$ cat config.mk
export PLATFORM = sky130hd
export DESIGN_NAME = code_entry_ctrl
export DESIGN_NICKNAME = d
export VERILOG_FILES = /design/src/rtl/code_entry_ctrl.sv
export SDC_FILE = /design/constraint.sdc
export NUM_CORES = 1
export LEC_CHECK = 0
export ABC_AREA = 0
export BUFFER_PORTS_ARGS = -buffer_cell sky130_fd_sc_hd__buf_2
export CORE_AREA = 2 2 84 86
export DETAILED_ROUTE_END_ITERATION = 10
export DIE_AREA = 0 0 86 88
export PLACE_DENSITY_LB_ADDON = 0.3
export SYNTH_ARGS = -nofsm -noshare
export SYNTH_HDL_FRONTEND = slang
export SYNTH_SLANG_ARGS = --single-unit
$ cat constraint.sdc
create_clock -name clk -period 3.2 [get_ports clk]
set_input_delay 0.16 -clock clk [delete_from_list [all_inputs] [get_ports clk]]
set_output_delay 0.16 -clock clk [all_outputs]
set_load 0.1 [all_outputs]
$ cat src/rtl/code_entry_ctrl.sv
// Door-lock keypad controller: stores the code in register-file entries 1..CODE_LEN,
// checks typed codes in constant time and allows reprogramming. CODE_LOCKOUT_EN adds a timed lockout.
module code_entry_ctrl #(
  parameter int                    CODE_LEN     = 4,
  parameter logic [4*CODE_LEN-1:0] DEFAULT_CODE = 16'h1234,
  parameter int                    MAX_FAIL     = 3,
  parameter int                    LOCK_CYCLES  = 1000
) (
  input  logic       clk,
  input  logic       rst,
  input  logic       key_valid,
  input  logic [3:0] key_code,
  input  logic [7:0] rd1,
  output logic [2:0] ra1,
  output logic       we3,
  output logic [2:0] wa3,
  output logic [7:0] wd3,
  output logic       unlocked,
  output logic       err,
  output logic       busy,
  output logic [2:0] digit_cnt,
  output logic       locked_out
);

`ifdef CODE_LOCKOUT_EN
  localparam bit LOCKOUT_ON = 1'b1;
`else
  localparam bit LOCKOUT_ON = 1'b0;
`endif
  localparam int LCW = $clog2(LOCK_CYCLES + 1);

  typedef enum logic [2:0] {
    S_INIT, S_IDLE, S_COMPARE, S_OPEN, S_PROG, S_COMMIT, S_LOCKOUT
  } state_t;

  state_t         r_state;
  logic [3:0]     r_buf [0:7];
  logic [3:0]     r_idx;
  logic           r_match;
  logic [2:0]     r_fail;
  logic [LCW-1:0] r_lock_cnt;

  logic       w_digit, w_clear, w_enter, w_prog, w_trip;
  logic [2:0] w_fail_nxt;
  logic [3:0] w_src;
  logic [3:0] w_def [0:7];

  assign w_digit = key_valid && (key_code <= 4'h9);
  assign w_clear = key_valid && (key_code == 4'hA);
  assign w_enter = key_valid && (key_code == 4'hB);
  assign w_prog  = key_valid && (key_code == 4'hC);

  assign w_fail_nxt = (r_fail == 3'd7) ? 3'd7 : r_fail + 3'd1;
  assign w_trip     = LOCKOUT_ON && (int'(w_fail_nxt) >= MAX_FAIL);

  // Default code unpacked per digit; first digit lives in the top nibble.
  for (genvar g = 0; g < 8; g++) begin : g_def
    if (g < CODE_LEN) begin : g_used
      assign w_def[g] = DEFAULT_CODE[4*(CODE_LEN-1-g) +: 4];
    end else begin : g_pad
      assign w_def[g] = 4'h0;
    end
  end

  assign w_src = (r_state == S_INIT) ? w_def[r_idx[2:0]] : r_buf[r_idx[2:0]];

  always_ff @(posedge clk or posedge rst) begin
    if (rst) begin
      r_state    <= S_INIT;
      ra1        <= '0;
      we3        <= 1'b0;
      wa3        <= '0;
      wd3        <= '0;
      unlocked   <= 1'b0;
      err        <= 1'b0;
      busy       <= 1'b0;
      digit_cnt  <= '0;
      locked_out <= 1'b0;
      for (int i = 0; i < 8; i++) r_buf[i] <= '0;
      r_idx      <= '0;
      r_match    <= 1'b0;
      r_fail     <= '0;
      r_lock_cnt <= '0;
    end else begin
      err <= 1'b0;
      case (r_state)
        S_INIT, S_COMMIT: begin
          if (r_idx < 4'(CODE_LEN)) begin
            we3   <= 1'b1;
            wa3   <= r_idx[2:0] + 3'd1;
            wd3   <= {4'h0, w_src};
            r_idx <= r_idx + 4'd1;
            busy  <= 1'b1;
          end else begin
            we3       <= 1'b0;
            wa3       <= '0;
            wd3       <= '0;
            busy      <= 1'b0;
            r_idx     <= '0;
            digit_cnt <= '0;
            r_state   <= (r_state == S_INIT) ? S_IDLE : S_OPEN;
          end
        end
        S_IDLE: begin
          if (w_digit) begin
            if (digit_cnt < 3'(CODE_LEN)) begin
              r_buf[digit_cnt] <= key_code;
              digit_cnt        <= digit_cnt + 3'd1;
            end else begin
              err <= 1'b1;
            end
          end else if (w_clear) begin
            digit_cnt <= '0;
          end else if (w_enter) begin
            if (digit_cnt != 3'(CODE_LEN)) begin
              digit_cnt <= '0;
              err       <= 1'b1;
              r_fail    <= w_fail_nxt;
              if (w_trip) begin
                r_state    <= S_LOCKOUT;
                locked_out <= 1'b1;
                busy       <= 1'b1;
                r_lock_cnt <= '0;
              end
            end else begin
              r_state <= S_COMPARE;
              r_idx   <= 4'd1;
              r_match <= 1'b1;
              ra1     <= 3'd1;
              busy    <= 1'b1;
            end
          end else if (w_prog) begin
            err <= 1'b1;
          end
        end
        S_COMPARE: begin
          // Every digit is read even after a miss so timing leaks nothing.
          if (r_idx <= 4'(CODE_LEN)) begin
            if (rd1 != {4'h0, r_buf[r_idx[2:0] - 3'd1]}) r_match <= 1'b0;
            r_idx <= r_idx + 4'd1;
            if (r_idx < 4'(CODE_LEN)) ra1 <= r_idx[2:0] + 3'd1;
          end else begin
            ra1       <= '0;
            r_idx     <= '0;
            digit_cnt <= '0;
            if (r_match) begin
              r_state  <= S_OPEN;
              unlocked <= 1'b1;
              r_fail   <= '0;
              busy     <= 1'b0;
            end else begin
              err    <= 1'b1;
              r_fail <= w_fail_nxt;
              if (w_trip) begin
                r_state    <= S_LOCKOUT;
                locked_out <= 1'b1;
                r_lock_cnt <= '0;
              end else begin
                r_state <= S_IDLE;
                busy    <= 1'b0;
              end
            end
          end
        end
        S_OPEN: begin
          if (w_enter) begin
            r_state  <= S_IDLE;
            unlocked <= 1'b0;
          end else if (w_prog) begin
            r_state   <= S_PROG;
            digit_cnt <= '0;
          end
        end
        S_PROG: begin
          if (w_digit) begin
            r_buf[digit_cnt] <= key_code;
            digit_cnt        <= digit_cnt + 3'd1;
            if (digit_cnt == 3'(CODE_LEN - 1)) begin
              r_state <= S_COMMIT;
              r_idx   <= '0;
              busy    <= 1'b1;
            end
          end else if (w_clear) begin
            r_state   <= S_OPEN;
            digit_cnt <= '0;
          end else if (w_enter) begin
            r_state   <= S_OPEN;
            digit_cnt <= '0;
            err       <= 1'b1;
          end
        end
        S_LOCKOUT: begin
          if (r_lock_cnt == LCW'(LOCK_CYCLES - 1)) begin
            r_state    <= S_IDLE;
            locked_out <= 1'b0;
            busy       <= 1'b0;
            r_fail     <= '0;
            r_lock_cnt <= '0;
          end else begin
            r_lock_cnt <= r_lock_cnt + 1'b1;
          end
        end
        default: r_state <= S_INIT;
      endcase
    end
  end

endmodule

# Word level (Yosys, flattened, before mapping)
# Memories as Yosys holds them, arrays and structs flattened.
# Cells that the tools add are included.
word_totals:
  ff_bits: 71
  latchBits: 0
  mem_bits_rw: 0
  romBits: 32
  elab_cells: 188
  memories: 1
op_classes:
  addsub: 5
  n_mul: 0
  div: 0
  n_lt_le_gt_ge: 8
  n_eq_ne: 37
  n_shift: 0
  muxes: 93
  bitwise_logic: 3
  reduce_logical: 21
memory_table:
  columns: ["memory", "words", "word_bits", "read_ports", "rd_clocked_by_memory_dff", "wr", "line", "rtl"]
  rows:
  - ["(name not given)", 8, 4, 1, 0, 0, "65", "assign w_src = (r_state == S_INIT) ? w_def[r_idx[2:0]] : r_buf[r_idx[2:0]];"]
ops:
  columns: ["cell", "count"]
  rows:
  - ["3-bit two-way mux", 32]
  - ["32-bit two-way mux", 3]
  - ["4-bit two-way mux", 17]
  - ["32-bit case mux with 2 select lines", 1]
  - ["2-bit inequality test, second input constant", 17]
  - ["32-bit bitwise mux", 1]
  - ["1-bit two-way mux", 25]
  - ["4-bit binary-select mux with 3-bit select", 2]
  - ["3-bit case mux with 6 select lines", 1]
  - ["9-bit AND reduction", 2]
  - ["4-bit case mux with 4 select lines", 1]
  - ["3-bit inequality test, second input constant", 5]
  - ["3-bit case mux with 5 select lines", 1]
  - ["7-bit AND reduction", 2]
  - ["4-bit demux with 3-bit select", 1]
  - ["4-bit == test, second input constant", 3]
  - ["4-bit >= comparator, second input constant", 3]
  - ["4-bit inequality test, second input constant", 3]
  - ["3-bit NOT with 4-bit output", 3]
  - ["10-bit by 1-bit adder with 10-bit output, second input constant", 1]
  - ["10-bit == test, second input constant", 1]
  - ["10-bit two-way mux", 1]
  - ["10-bit AND reduction", 1]
  - ["5-bit nonzero test", 2]
  - ["other kinds (24)", 38]

# Depth between registers and ports, before layout
# Gate-level depths: netlist (run 1).
logic_depth:
  word_depth: 9
  ltp_mapped: 10

# Worst setup path before layout (run 1)
# No wires, ideal clock.
synth_path:
  path_type: "reg-to-reg"
  startpoint: "reg r_idx[0]"
  endpoint: "reg r_match"
  arrival_ps: 2846
  path_slack_ps: 288
  stages_incl_launch_ff: 11
  n_path_buf: 3
  path_cell_list: "dfrtp_1 buf_2 buf_1 inv_1 ha_1 buf_2 mux4_2 xnor2_1 nand3_1 a2111oi_0 o22a_1"
synth_between:
  elab_chain_cells: 8
  elab_cells_between_ends: 10
synth_rtl:
  columns: ["element", "line", "rtl"]
  rows:
  - ["start: declaration", "38", "logic [3:0] r_idx;"]
  - ["start signal: assignment", "92", "r_idx <= r_idx + 4'd1;"]
  - ["start signal: assignment", "140", "r_idx <= r_idx + 4'd1;"]
  - ["3-bit by 1-bit subtractor with 3-bit output", "139", "if (rd1 != {4'h0, r_buf[r_idx[2:0] - 3'd1]}) r_match <= 1'b0;"]
  - ["3-bit NOT with 4-bit output (implied by the code)", "139", null]
  - ["4-bit binary-select mux with 3-bit select", "139", null]
  - ["4-bit two-way mux (implied by the code) (2 in a row)", "139", null]
  - ["8-bit by 4-bit inequality test with 1-bit output", "139", null]
  - ["2-bit inequality test (no source line)", null, null]
  - ["7-bit AND reduction (no source line) (*)", null, null]
  - ["end signal: assignment", "81", "r_match <= 1'b0;"]
  - ["end signal: assignment", "128", "r_match <= 1'b1;"]
  - ["end signal: assignment", "139", null]
  - ["end: declaration", "39", "logic r_match;"]
# Mark *: on every way between the ends. The rest lies on a longest branch, timed or not. The select of a mux whose other input is x is not followed.
# A chain may end at the register's enable or synchronous reset.

# Worst setup path in the final report (run 1)
layout_path:
  startpoint: "reg r_idx[1]"
  endpoint: "reg r_match"
# The elaborated chain is that of the path after synthesis.

==> implementation parameters, run 1 <==
Parameter                              Value

Power and ir drop
  Net switching power of the design ... between 1.5 and 2 mW
  Max IR drop VDD ... 0.0005351 V
  Share of total power in combinational logic ... 51.3%
  Sequential power share ... 30.2%
  Internal Dissipation ... between 2 and 2.5 mW
  Leakage ... between 1.5 and 2 nW
  Power density relative to cell area ... 973.9 nW/um^2
  Proportion of power drawn by the clock network ... between 10% and 20%
  Switching fraction of total power ... 45.03%

GRT
  Wire length of the first global-routing pass ... ~14000 um
  Overall fraction of global-route tracks in use ... 23.43%
  Initial antenna violation count ... 0
  Pin count of the biggest net entering global routing ... 68
  Overflow left after global routing ... 0
  Number of global-route vias before repair ... 2748

Detailed routing
  First-iteration detailed-routing DRC count ... 165
  Via total after detailed routing ... 2953
  DRT antenna net count ... 0
  WL/cell ... 17.32 um
  DRT Pass-1 Iters ... 4
  Residual DRC count ... 0
  Vias per cell ... 6.178
  Wire length reported by the detailed router ... 8280 um

Final layout
  Final design instance area without fill ... about 4400 sq um
  Area grow syn2layout ... 10.80%
  Nets ... around 420
  Number of inserted diodes ... 0
  Share of cells above drive strength 1 ... 30.40%

Clocking
  CTS sink cnt ... 67
  H-tree levels ... 3
  CTS clk-pin slew, worst paths ... about 0.080 ns
  Number of post-CTS setup repair buffers ... 0
  Root cell of the clock tree ... clkbuf_8
  Worst-case clock buffer depth ... 2
  Count of cells resized by post-cts repair ... 0
  CTS tree ... built
  Clock Latency Late Sink ... 0.35 ns
  Hold buffer count at CTS ... 0
  TritonCTS buffer count ... 9

Yosys
  Cells after synthesis ... ~370
  Count of different cell masters after synthesis ... 58
  Cell type contributing the most total cell area after synthesis ... dfrtp_1
  Share of the synthesized area in the top cell type ... between 40% and 50%
  Proportion of register bits with asynchronous set or reset after synthesis ... 100.0%
  Most used DFF post-synth ... dfrtp_1
  EDFF count, synth ... 0
  Post-Syn Area ... 3928 sq um
  Total of flip-flops plus latches after synthesis ... 67
  Cell types with the largest area share after synthesis ... dfrtp_1 43%, mux2_2 12%, mux4_2 6.9%
  Avg Synthesized Cell Area ... 10.76 sq um
  Most instantiated cells after synthesis ... 67 x dfrtp_1, 42 x mux2_2, 24 x nand2_1
  Number of warnings reported in the yosys synthesis log ... 0
  Register area share after synthesis ... 42.69%
  Library cell with the highest instance count after synthesis ... dfrtp_1

Floorplan
  Die Width ... 86 um
  Overall die height ... 88 um
  Area of the die ... 7568 sq um
  Row cnt ... 30
  Ports placed on the boundary ... 37
  Placeable core region ... 6644 sq um
  Initial cell density of the core ... 59.11%

Run status
  Result of the run ... finished, final reports clean

Min path
  Class of the worst hold path ... input port to asynchronous set/reset pin

STA
  Minimum clock period ... between 2 and 3 ns
  Slew margin rel. ... 43.59%
  Period Utilization, post-route ... 84.57%
  Maximum clock skew at final layout ... 0.009650 ns
  Setup Viol. Count Final ... 0
  Setup repair after global routing missed its margin ... no
  Total count of max-transition violations in the final report ... 0
  Fin Setup TNS ... 0 ns
  Maximum clock frequency ... 369.5 MHz
  Count of endpoints failing hold in the final timing report ... 0
  Worst-margin pin slew ... 0.8461 ns

Critical path
  Arrival time at the worst endpoint ... 3.00 ns
  Crit path required time ... about 3.5 ns
  Ordered list of cells on the worst path ... inv_1 -> ha_1 -> mux4_2 -> xnor2_1 -> nand3_1 -> a2111oi_0 -> o22a_1
  Sort of element at the start of the critical path ... register
  Delay of the slowest cell on the worst path ... 0.61 ns
  Worst Path Max Fanout ... 12
  Slowest-stage cell, CP ... ha_1
  Endpoint kind of the worst setup timing path ... register
  Critical path class ... register to register

Placement
  Detailed Place HPWL ... between 5000 and 6000 um
  Weighted congestion at the end of routability-driven global placement ... 0.9026
  Placed Instance Area ... 4126 sq um
  PortBufs ... 31

Flow run
  Max capacitance violation total ... 0
-- power groups by stage --
stage	Clock [mW]	Combinational (mW)	Sequential, mW
2_1_floorplan	0	1.35	1.71
3_3_place_gp	0	2.12	1.28
3_5_place_dp	0	2.15	1.29
4_1_cts	0.805	2.17	1.27
5_1_grt	0.837	2.34	1.31
6_report	0.786	2.17	1.28
-- per-layer routing --
layer,share of wire (%),up-vias,GRT usage (%),wire [um]
li1,-,1394,-,-
met1,44,1450,31.91,3630
met2,48,93,36.50,3997
met3,6.0,16,5.655,496
met4,1.9,0,9.091,155
met5,0,-,0,0
-- cell type report --
| class | instances | area [sq um] |
|---|---|---|
| Fill cell | 523 | 2292 |
| Multi-Input combinational cell | 263 | 2090 |
| Sequential cell | 67 | 1677 |
| Timing Repair Buffer | 38 | 207.7 |
| Clock buffer | 9 | 123.9 |
| Clock inverter | 7 | 101.3 |
| Tap cell | 80 | 100.1 |
| Inverter | 14 | 52.55 |
-- registers in the layout, summed over array words and instances, names as in the netlist --
| signal | cells |
|---|---|
| r_idx | 4 |
| r_match | 1 |
| we3 | 1 |
| unlocked | 1 |
| r_state | 3 |
| r_lock_cnt | 10 |
| ra1 | 3 |
| r_buf | 32 |
| busy | 1 |
| wd3 | 4 |
| err | 1 |
| digit_cnt | 3 |
| wa3 | 3 |
-- layout by cell type, fill, tap and decap left out, types with 3 or more instances in the layout --
master,count
a21o_1,3
a21oi_1,16
a31oi_1,7
and2_1,3
and3b_1,3
buf_2,31
buf_4,7
clkbuf_8,9
conb_1,5
dfrtp_1,67
ha_1,8
inv_1,13
mux2_2,42
mux2i_1,5
mux4_2,12
nand2_1,24
nand2b_1,4
nand3_1,14
nand4_1,9
nor2_1,15
nor2b_1,5
nor3_1,6
o211ai_1,3
o21ai_0,22
o2bb2ai_1,3
o31ai_1,3
or2_2,3
or3_4,3
xnor2_1,11
-- kinds of logic after synthesis --
| family | after synthesis | share of synthesized area, % |
|---|---|---|
| flip-flops | 67 | 42.69 |
| other | 1 | 0.09548 |
| AND/OR/NAND/NOR | 103 | 14.88 |
| buffers and inverters | 39 | 4.492 |
| multiplexers | 59 | 20.20 |
| AO/OA/AOI/OAI | 75 | 12.20 |
| adder cells (fa/ha/maj) | 8 | 2.549 |
| XOR/XNOR | 13 | 2.899 |
-- critical path, delay by kind of cell (launching register included) --
family | cells | cell delay [ns]
AOI/OAI and AO/OA | 2 | 0.60
xor gates and xnor gates | 1 | 0.15
adders and majority gates | 1 | 0.61
buffers and inverters | 1 | 0.13
DFF | 1 | 0.48
muxes | 1 | 0.59
and+or+nand+nor | 1 | 0.09
-- path summary, 6_finish.rpt --
path / slack, ns / endpoint / depth (start not counted) / start
worst max-delay path: 0.49 / r_match$_DFFE_PP0P_ / 7 / r_idx[1]$_DFFE_PP0P_
worst min-delay path: 0.05 / digit_cnt[0]$_DFFE_PP0P_ / 3 / rst
worst max register to register: 0.49 / r_match$_DFFE_PP0P_ / 7 / r_idx[1]$_DFFE_PP0P_
worst min register to register: 0.48 / r_lock_cnt[8]$_DFFE_PP0P_ / 1 / r_lock_cnt[8]$_DFFE_PP0P_
max in group asynchronous: 2.59 / r_lock_cnt[2]$_DFFE_PP0P_ / 3 / rst
min in group clk: 0.24 / r_buf[29]$_DFFE_PP0P_ / 2 / key_code[1]
-- through the flow --
step	hold WS (ns)	setup WS [ns]	power, mW	std cells	util [%]
final	0.04759	0.4936	4.238	478	65.50
after global placement	0.4475	0.6294	3.402	462	62.11
after detailed placement	0.4567	0.4876	3.445	462	62.11
after CTS	0.07771	0.4212	4.253	478	65.50
after global routing	0.1447	0.2763	4.484	478	65.50
after floorplan	0.4456	0.2885	3.059	369	-
Note: power is estimated with default switching activity, not from simulation.
==> inputs of run 2 (changes only) <==
- ABC_AREA: 0 -> 1
- CORE_AREA: 2 2 84 86 -> 2 2 89 91
- DIE_AREA: 0 0 86 88 -> 0 0 91 93
- clock period: 3.2 -> 2.4 ns (I/O delays scaled with it)
==> run 2 against run 1 <==
Clock power rose by 23%. Synthesized cell count is 45% higher. Maximum frequency is 32% higher. Routed wire length grew 16%. Hold slack improved by 0.15 ns. Design area rose by 2.2%. Final cell count is 41% higher. Non-clock buffer count fell by 1. Sequential share of layout area shrank 0.82 points. Clock-buffer cell count did not move. Sequential cell count unchanged. Sequential power rose by 37%.
==> implementation parameters, run 2 <==
Parameter                              Value

Run status
  Result of the run ... finished, final reports clean

Clocking
  CTS sink cnt ... 67 (unchanged)
  Count of cells resized by post-cts repair ... 0 (unchanged)
  Worst-case clock buffer depth ... 2 (unchanged)
  TritonCTS buffer count ... 9 (unchanged)
  H-tree levels ... 3 (unchanged)
  CTS tree ... built
  CTS clk-pin slew, worst paths ... 0.08 ns (about the same)
  Clock Latency Late Sink ... 0.35 ns (about the same)
  Root cell of the clock tree ... clkbuf_8

Placement
  Placed Cells ... 658 (+42%)
  PortBufs ... 31 (unchanged)
  Detailed Place HPWL ... 7191 um (+21%)
  Weighted congestion at the end of routability-driven global placement ... 0.9330 (+3.4%)

Yosys
  Most instantiated cells after synthesis ... 156 x nand2_1, 67 x dfrtp_1, 56 x inv_1
  Library cell with the highest instance count after synthesis ... nand2_1
  Cell types with the largest area share after synthesis ... dfrtp_1 42%, nand2_1 15%, nand3_1 5.6%
  EDFF count, synth ... 0 (unchanged)
  Cell type contributing the most total cell area after synthesis ... dfrtp_1
  Count of different cell masters after synthesis ... 42 (-28%)
  Total of flip-flops plus latches after synthesis ... 67 (unchanged)
  Post-Syn Area ... 3965 sq um (+0.96%)
  Most used DFF post-synth ... dfrtp_1
  Cells after synthesis ... 530 (+45%)
  Number of warnings reported in the yosys synthesis log ... 0 (unchanged)
  Register area share after synthesis ... 42.28% (-0.40 points)
  Share of the synthesized area in the top cell type ... 42.28% (-0.40 points)
  Avg Synthesized Cell Area ... 7.481 sq um (-30%)
  Proportion of register bits with asynchronous set or reset after synthesis ... 100.0% (unchanged)

Floorplan
  Placeable core region ... 7527 sq um (+13%)
  Die Width ... 91 um (+5.8%)
  Initial cell density of the core ... 52.68% (-6.4 points)
  Overall die height ... 93 um (+5.7%)
  Row cnt ... 32 (+6.7%)
  Area of the die ... 8463 sq um (+12%)
  Ports placed on the boundary ... 37 (unchanged)

Final layout
  Total of fill cells in the finished design ... 713 (+36%)
  Number of inserted diodes ... 0 (unchanged)
  FF/Latch Area ... 1677 sq um (unchanged)
  Most frequent cells in the layout ... 156 x nand2_1, 67 x dfrtp_1, 55 x inv_1
  Number of standard cells in the final layout excluding fillers ... 675 (+41%)
  Flip-flop count of the largest register, all copies and words added ... 32 (unchanged)
  Area occupied by multi-input gates ... 1983 sq um (-5.1%)
  Utilization after layout ... 59.08% (-6.4 points)
  Area grow syn2layout ... 12.15%
  Register ranked first by flip-flop count ... r_buf
  Most frequent standard cell in the layout excluding fill and tap cells ... nand2_1
  Share of cells above drive strength 1 ... 15.71% (-15 points)
  Largest registers in the final layout ... r_buf x32, r_lock_cnt x10
  Nets ... 591 (+42%)

Critical path
  Endpoint kind of the worst setup timing path ... register
  Sort of element at the start of the critical path ... register
  Ordered list of cells on the worst path ... inv_1 -> ha_1 -> xor2_1 -> nand3_1 -> nand3b_1 -> nand2_1 -> nor2_1 -> nand3_1 -> nand3_1 -> nand2_1
  Slowest-stage cell, CP ... dfrtp_1
  Worst Path Max Fanout ... 10 (-2)
  Delay of the slowest cell on the worst path ... 0.52 ns (-0.09 ns)
  Largest delay share family, worst path ... simple AND/OR/NAND/NOR gates
  Arrival time at the worst endpoint ... 2.30 ns (-0.70 ns)
  Most frequent cell on the critical path ... nand3_1
  Critical path class ... register to register
  Buffers & Inverters on Critical Path ... 1 (unchanged)
  Crit path required time ... 2.65 ns (-0.84 ns)

STA
  Count of endpoints failing hold in the final timing report ... 0 (unchanged)
  Total count of max-transition violations in the final report ... 0 (unchanged)
  Setup repair after global routing missed its margin ... no
  Period Utilization, post-route ... 85.59% (+1.0 points)
  Maximum clock frequency ... 486.8 MHz (+32%)
  Worst-margin pin slew ... 0.7230 ns (-0.1231 ns)
  Minimum clock period ... 2.054 ns (-0.6523 ns)
  Fin Setup TNS ... 0 ns (unchanged)
  Maximum clock skew at final layout ... 0.006078 ns (-0.003572 ns)
  Setup Viol. Count Final ... 0 (unchanged)
  Worst hold slack after final layout ... 0.1957 ns (+0.1481 ns)
  Slew margin rel. ... 51.73% (+8.1 points)

Detailed routing
  Wire length reported by the detailed router ... 9565 um (+16%)
  Highest metal used ... met4
  DRT Pass-1 Iters ... 5 (+1)
  DRT antenna net count ... 0 (unchanged)
  First-iteration detailed-routing DRC count ... 324 (+96%)
  Met2 Routed Length ... 4336 um (+8.5%)
  Metal1 wirelength ... 4423 um (+22%)
  WL/cell ... 14.17 um (-18%)
  Vias per cell ... 5.364 (-13%)
  Via total after detailed routing ... 3621 (+23%)
  Residual DRC count ... 0 (unchanged)
  Metal3 WL ... 615 um (+24%)

Min path
  Class of the worst hold path ... input port to register

Flow run
  Max capacitance violation total ... 0 (unchanged)

GRT
  Overflow left after global routing ... 0 (unchanged)
  Number of global-route vias before repair ... 3339 (+22%)
  Pin count of the biggest net entering global routing ... 35 (-49%)
  Overall fraction of global-route tracks in use ... 24.27% (+0.84 points)
  Initial antenna violation count ... 0 (unchanged)
  Wire length of the first global-routing pass ... 16230 um (+20%)

Power and ir drop
  Leakage ... 2.315 nW (+20%)
  Max IR drop VDD ... 0.0004877 V (-8.9%)
  Power density relative to cell area ... 1367 nW/um^2 (+40%)
[run 2: changes by cell type after synthesis, moves of 8 or more]
cell and delta:
clkbuf_1 -11, inv_1 +42, inv_2 +9, mux2_2 -39, mux4_2 -12, nand2_1 +132
nand2_4 +9, nand3_1 +30, nor2_1 +28, o21ai_1 +36, xnor2_1 -8
[run 2: stage by stage]
stage | instance area (sq um) | power (mW) | worst slack, ns
CTS | 4447 | 6.061 | 0.3984
detailed placement | 4237 | 5.086 | 0.4031
finish | 4447 | 6.079 | 0.3459
global route | 4447 | 6.552 | 0.1463
global placement | 4237 | 5.034 | 0.4839
floorplan | 3980 | 4.366 | 0.06237
[run 2: worst reg2reg max path, cell delays in order, from the launching register on]
cell and delay [ns]:
dfrtp_1 0.52, inv_1 0.18, ha_1 0.25, xor2_1 0.33, nand3_1 0.17, nand3b_1 0.12
nand2_1 0.05, nor2_1 0.10, nand3_1 0.09, nand3_1 0.08, nand2_1 0.06
[run 2: final cells by class]
cell class	instances	share of cell area, %
clock buffer	9	2.786
inverter	65	5.487
sequential	67	37.70
tap	102	2.870
timing repair buffer	37	4.840
multi-input combinational	388	44.60
clock inverter	7	1.716
[run 2: final timing paths]
kind,from,end,slack (ns),depth (start not counted)
worst max-delay path,r_idx[1]$_DFFE_PP0P_,r_match$_DFFE_PP0P_,0.35,10
worst min-delay path,key_code[1],r_buf[17]$_DFFE_PP0P_,0.20,3
worst max register to register,r_idx[1]$_DFFE_PP0P_,r_match$_DFFE_PP0P_,0.35,10
worst min register to register,ra1[1]$_DFFE_PP0P_,ra1[1]$_DFFE_PP0P_,0.48,2
max in group asynchronous,rst,r_buf[23]$_DFFE_PP0P_,1.34,4
min in group asynchronous,rst,r_match$_DFFE_PP0P_,0.42,3
[run 2: timing repair]
item | CTS | global route
buffers inserted | 0 | 0
hold endpoints to repair | 33 | 0
hold buffers | 1 | 0
[run 2: cells by family (layout without fill, tap and decap cells)]
family / after synthesis / after routing / synth area share (%)
other cells: 1 / 5 / 0.09458
buf+inv: 79 / 118 / 8.078
xor+xnor: 5 / 5 / 1.105
flops: 67 / 67 / 42.28
fa+ha+maj: 8 / 8 / 2.525
mux: 3 / 3 / 0.8519
compound gates: 85 / 85 / 12.05
simple gates: 282 / 282 / 33.01
[run 2: report_power, final]
part | switching, mW | internal, mW | leakage [nW]
clock network | 0.482 | 0.486 | 0.0962
logic | 2.44 | 0.923 | 1.34
registers | 0.294 | 1.45 | 0.883
total | 3.22 | 2.86 | 2.32
[run 2: routing by layer]
metal  GRT usage [%]  vias to the layer above
met2           38.27                      137
li1                -                     1789
met1           33.70                     1678
met5               0                        -
met3           5.238                       17
met4           7.576                        0
==> inputs of run 3 (changes only) <==
- CORE_AREA: 2 2 89 91 -> 2 2 85 87
- DIE_AREA: 0 0 91 93 -> 0 0 87 89
- clock period: 2.4 -> 2.48 ns (I/O delays scaled with it)
==> run 3 against run 2 <==
Power shrank 3.1%. Combinational power down 3%. Die area down 8.5%. Maximum frequency shrank 0.13%. Critical path depth increased by 4. Sequential power fell by 3%. Clock skew grew 0.0029 ns. Register-to-register slack better by 0.08 ns. Clock-buffer cell count increased by 1. Largest cell class unchanged.
==> implementation parameters, run 3 (synthesis results as in run 2) <==
Parameter                              Value

Min path
  Class of the worst hold path ... input port to register

Detailed routing
  Vias per cell ... 5.548 (+3.4%)
  WL/cell ... 14.96 um (+5.6%)
  Wire length reported by the detailed router ... 9752 um (+2.0%)
  DRT Pass-1 Iters ... 5 (unchanged)
  Residual DRC count ... 0 (unchanged)
  DRT antenna net count ... 0 (unchanged)
  First-iteration detailed-routing DRC count ... 322 (-0.62%)
  Via total after detailed routing ... 3617 (-0.11%)

Clocking
  CTS clk-pin slew, worst paths ... 0.07 ns (about the same)
  Number of post-CTS setup repair buffers ... 0 (unchanged)
  CTS sink cnt ... 67 (unchanged)
  Clock Latency Late Sink ... 0.35 ns (about the same)
  Count of cells resized by post-cts repair ... 0 (unchanged)
  CTS tree ... built
  H-tree levels ... 3 (unchanged)
  Root cell of the clock tree ... clkbuf_8
  Worst-case clock buffer depth ... 2 (unchanged)
  TritonCTS buffer count ... 9 (unchanged)

Floorplan
  Ports placed on the boundary ... 37 (unchanged)
  Area of the die ... 7743 sq um (-8.5%)
  Die Width ... 87 um (-4.4%)
  Row cnt ... 30 (-6.3%)
  Overall die height ... 89 um (-4.3%)
  Placeable core region ... 6719 sq um (-11%)
  Initial cell density of the core ... 59.01% (+6.3 points)

Critical path
  Critical path class ... register to register
  Crit path required time ... 2.72 ns (+0.07 ns)
  Worst Path Max Fanout ... 11 (+1)
  Sort of element at the start of the critical path ... register
  Endpoint kind of the worst setup timing path ... register
  Arrival time at the worst endpoint ... 2.30 ns (about the same)

Final layout
  Largest registers in the final layout ... r_buf x32, r_lock_cnt x10
  Share of cells above drive strength 1 ... 15.56% (-0.15 points)
  Number of inserted diodes ... 0 (unchanged)
  Register ranked first by flip-flop count ... r_buf
  Area occupied by multi-input gates ... 1983 sq um (unchanged)
  Total of fill cells in the finished design ... 597 (-16%)
  Area grow syn2layout ... 11.30%
  Utilization after layout ... 65.68% (+6.6 points)
  Most frequent cells in the layout ... 156 x nand2_1, 67 x dfrtp_1, 55 x inv_1
  Nets ... 590 (-0.17%)
  FF/Latch Area ... 1677 sq um (unchanged)
  Most frequent standard cell in the layout excluding fill and tap cells ... nand2_1
  Flip-flop count of the largest register, all copies and words added ... 32 (unchanged)

STA
  Maximum clock skew at final layout ... 0.008950 ns (+0.002873 ns)
  Minimum clock period ... 2.057 ns (+0.002737 ns)
  Slew margin rel. ... 55.27% (+3.5 points)
  Setup Viol. Count Final ... 0 (unchanged)
  Setup repair after global routing missed its margin ... no
  Period Utilization, post-route ... 82.94% (-2.7 points)
  Count of endpoints failing hold in the final timing report ... 0 (unchanged)
  Worst-margin pin slew ... 0.6699 ns (-0.05309 ns)
  Maximum clock frequency ... 486.2 MHz (-0.13%)
  Fin Setup TNS ... 0 ns (unchanged)
  Total count of max-transition violations in the final report ... 0 (unchanged)

Power and ir drop
  Max IR drop VDD ... 0.0009292 V (+91%)
  Leakage ... 2.313 nW (-0.11%)
  Power density relative to cell area ... 1335 nW/um^2 (-2.3%)

Run status
  Result of the run ... finished, final reports clean

Flow run
  Max capacitance violation total ... 0 (unchanged)

GRT
  Initial antenna violation count ... 0 (unchanged)
  Wire length of the first global-routing pass ... 16190 um (-0.25%)
  Pin count of the biggest net entering global routing ... 39 (+11%)
  Overflow left after global routing ... 0 (unchanged)
  Number of global-route vias before repair ... 3411 (+2.2%)
  Overall fraction of global-route tracks in use ... 27.10% (+2.8 points)

Placement
  Detailed Place HPWL ... 7311 um (+1.7%)
  PortBufs ... 31 (unchanged)
  Weighted congestion at the end of routability-driven global placement ... 0.8989 (-3.7%)
-- run 3: metal layers --
metal  vias to the layer above  global-route usage (%)  wire length [um]
li1                       1776                       -                 -
met1                      1682                   36.43              4454
met2                       142                   43.23              4512
met3                        17                   7.202               613
met4                         0                   8.239               172
met5                         -                       0                 0
-- run 3: metrics by stage --
step                cells  power, mW  hold WS [ns]  instance area, sq um  setup WS, ns
floorplan             534      4.225        0.3667                  3980        0.1424
global placement      635      4.836        0.2485                  4202        0.5666
detailed placement    635      4.921        0.2612                  4202        0.4702
CTS                   652      5.874        0.1978                  4413        0.4282
global route          652      6.323        0.2297                  4413        0.1823
finish                652      5.892        0.2132                  4413        0.4232
-- run 3: final timing paths --
check	slack, ns	depth (start not counted)	endpoint	startpoint
max in group asynchronous	1.43	4	we3$_DFFE_PP0P_	rst
min	0.21	3	r_buf[21]$_DFFE_PP0P_	key_code[1]
min in group asynchronous	0.41	3	r_lock_cnt[4]$_DFFE_PP0P_	rst
max reg2reg	0.42	14	r_match$_DFFE_PP0P_	r_idx[1]$_DFFE_PP0P_
max	0.42	14	r_match$_DFFE_PP0P_	r_idx[1]$_DFFE_PP0P_
min reg2reg	0.49	2	r_buf[9]$_DFFE_PP0P_	r_buf[9]$_DFFE_PP0P_
-- run 3: worst max-delay path: stages, from the launching register on --
cell and delay (ns):
dfrtp_1 0.48, inv_1 0.16, ha_1 0.36, buf_4 0.20, nand3_1 0.10, nand2_1 0.09
nand2_1 0.05, nand2_1 0.09, nand2_1 0.05, nand2_1 0.05, inv_1 0.04, nand3_1 0.08
nand2_1 0.07, nand2_1 0.07, nand2_1 0.05
-- run 3: power by group --
part | internal (mW) | total, mW | switching (mW)
Clock | 0.491 | 0.936 | 0.444
Combinational | 0.889 | 3.26 | 2.37
Sequential | 1.41 | 1.70 | 0.291
Total | 2.79 | 5.89 | 3.11
-- run 3: area by class of cell --
class	instances	area share, %
tap	80	2.268
sequential	67	37.99
timing repair buffer	36	4.707
clock buffer	10	3.119
multi-input combinational	388	44.94
clock inverter	6	1.446
inverter	65	5.529
-- run 3: timing repair --
item	4_1_cts	5_1_grt
hold buffers	1	0
setup endpoints to repair	0	0
hold endpoints to repair	29	0
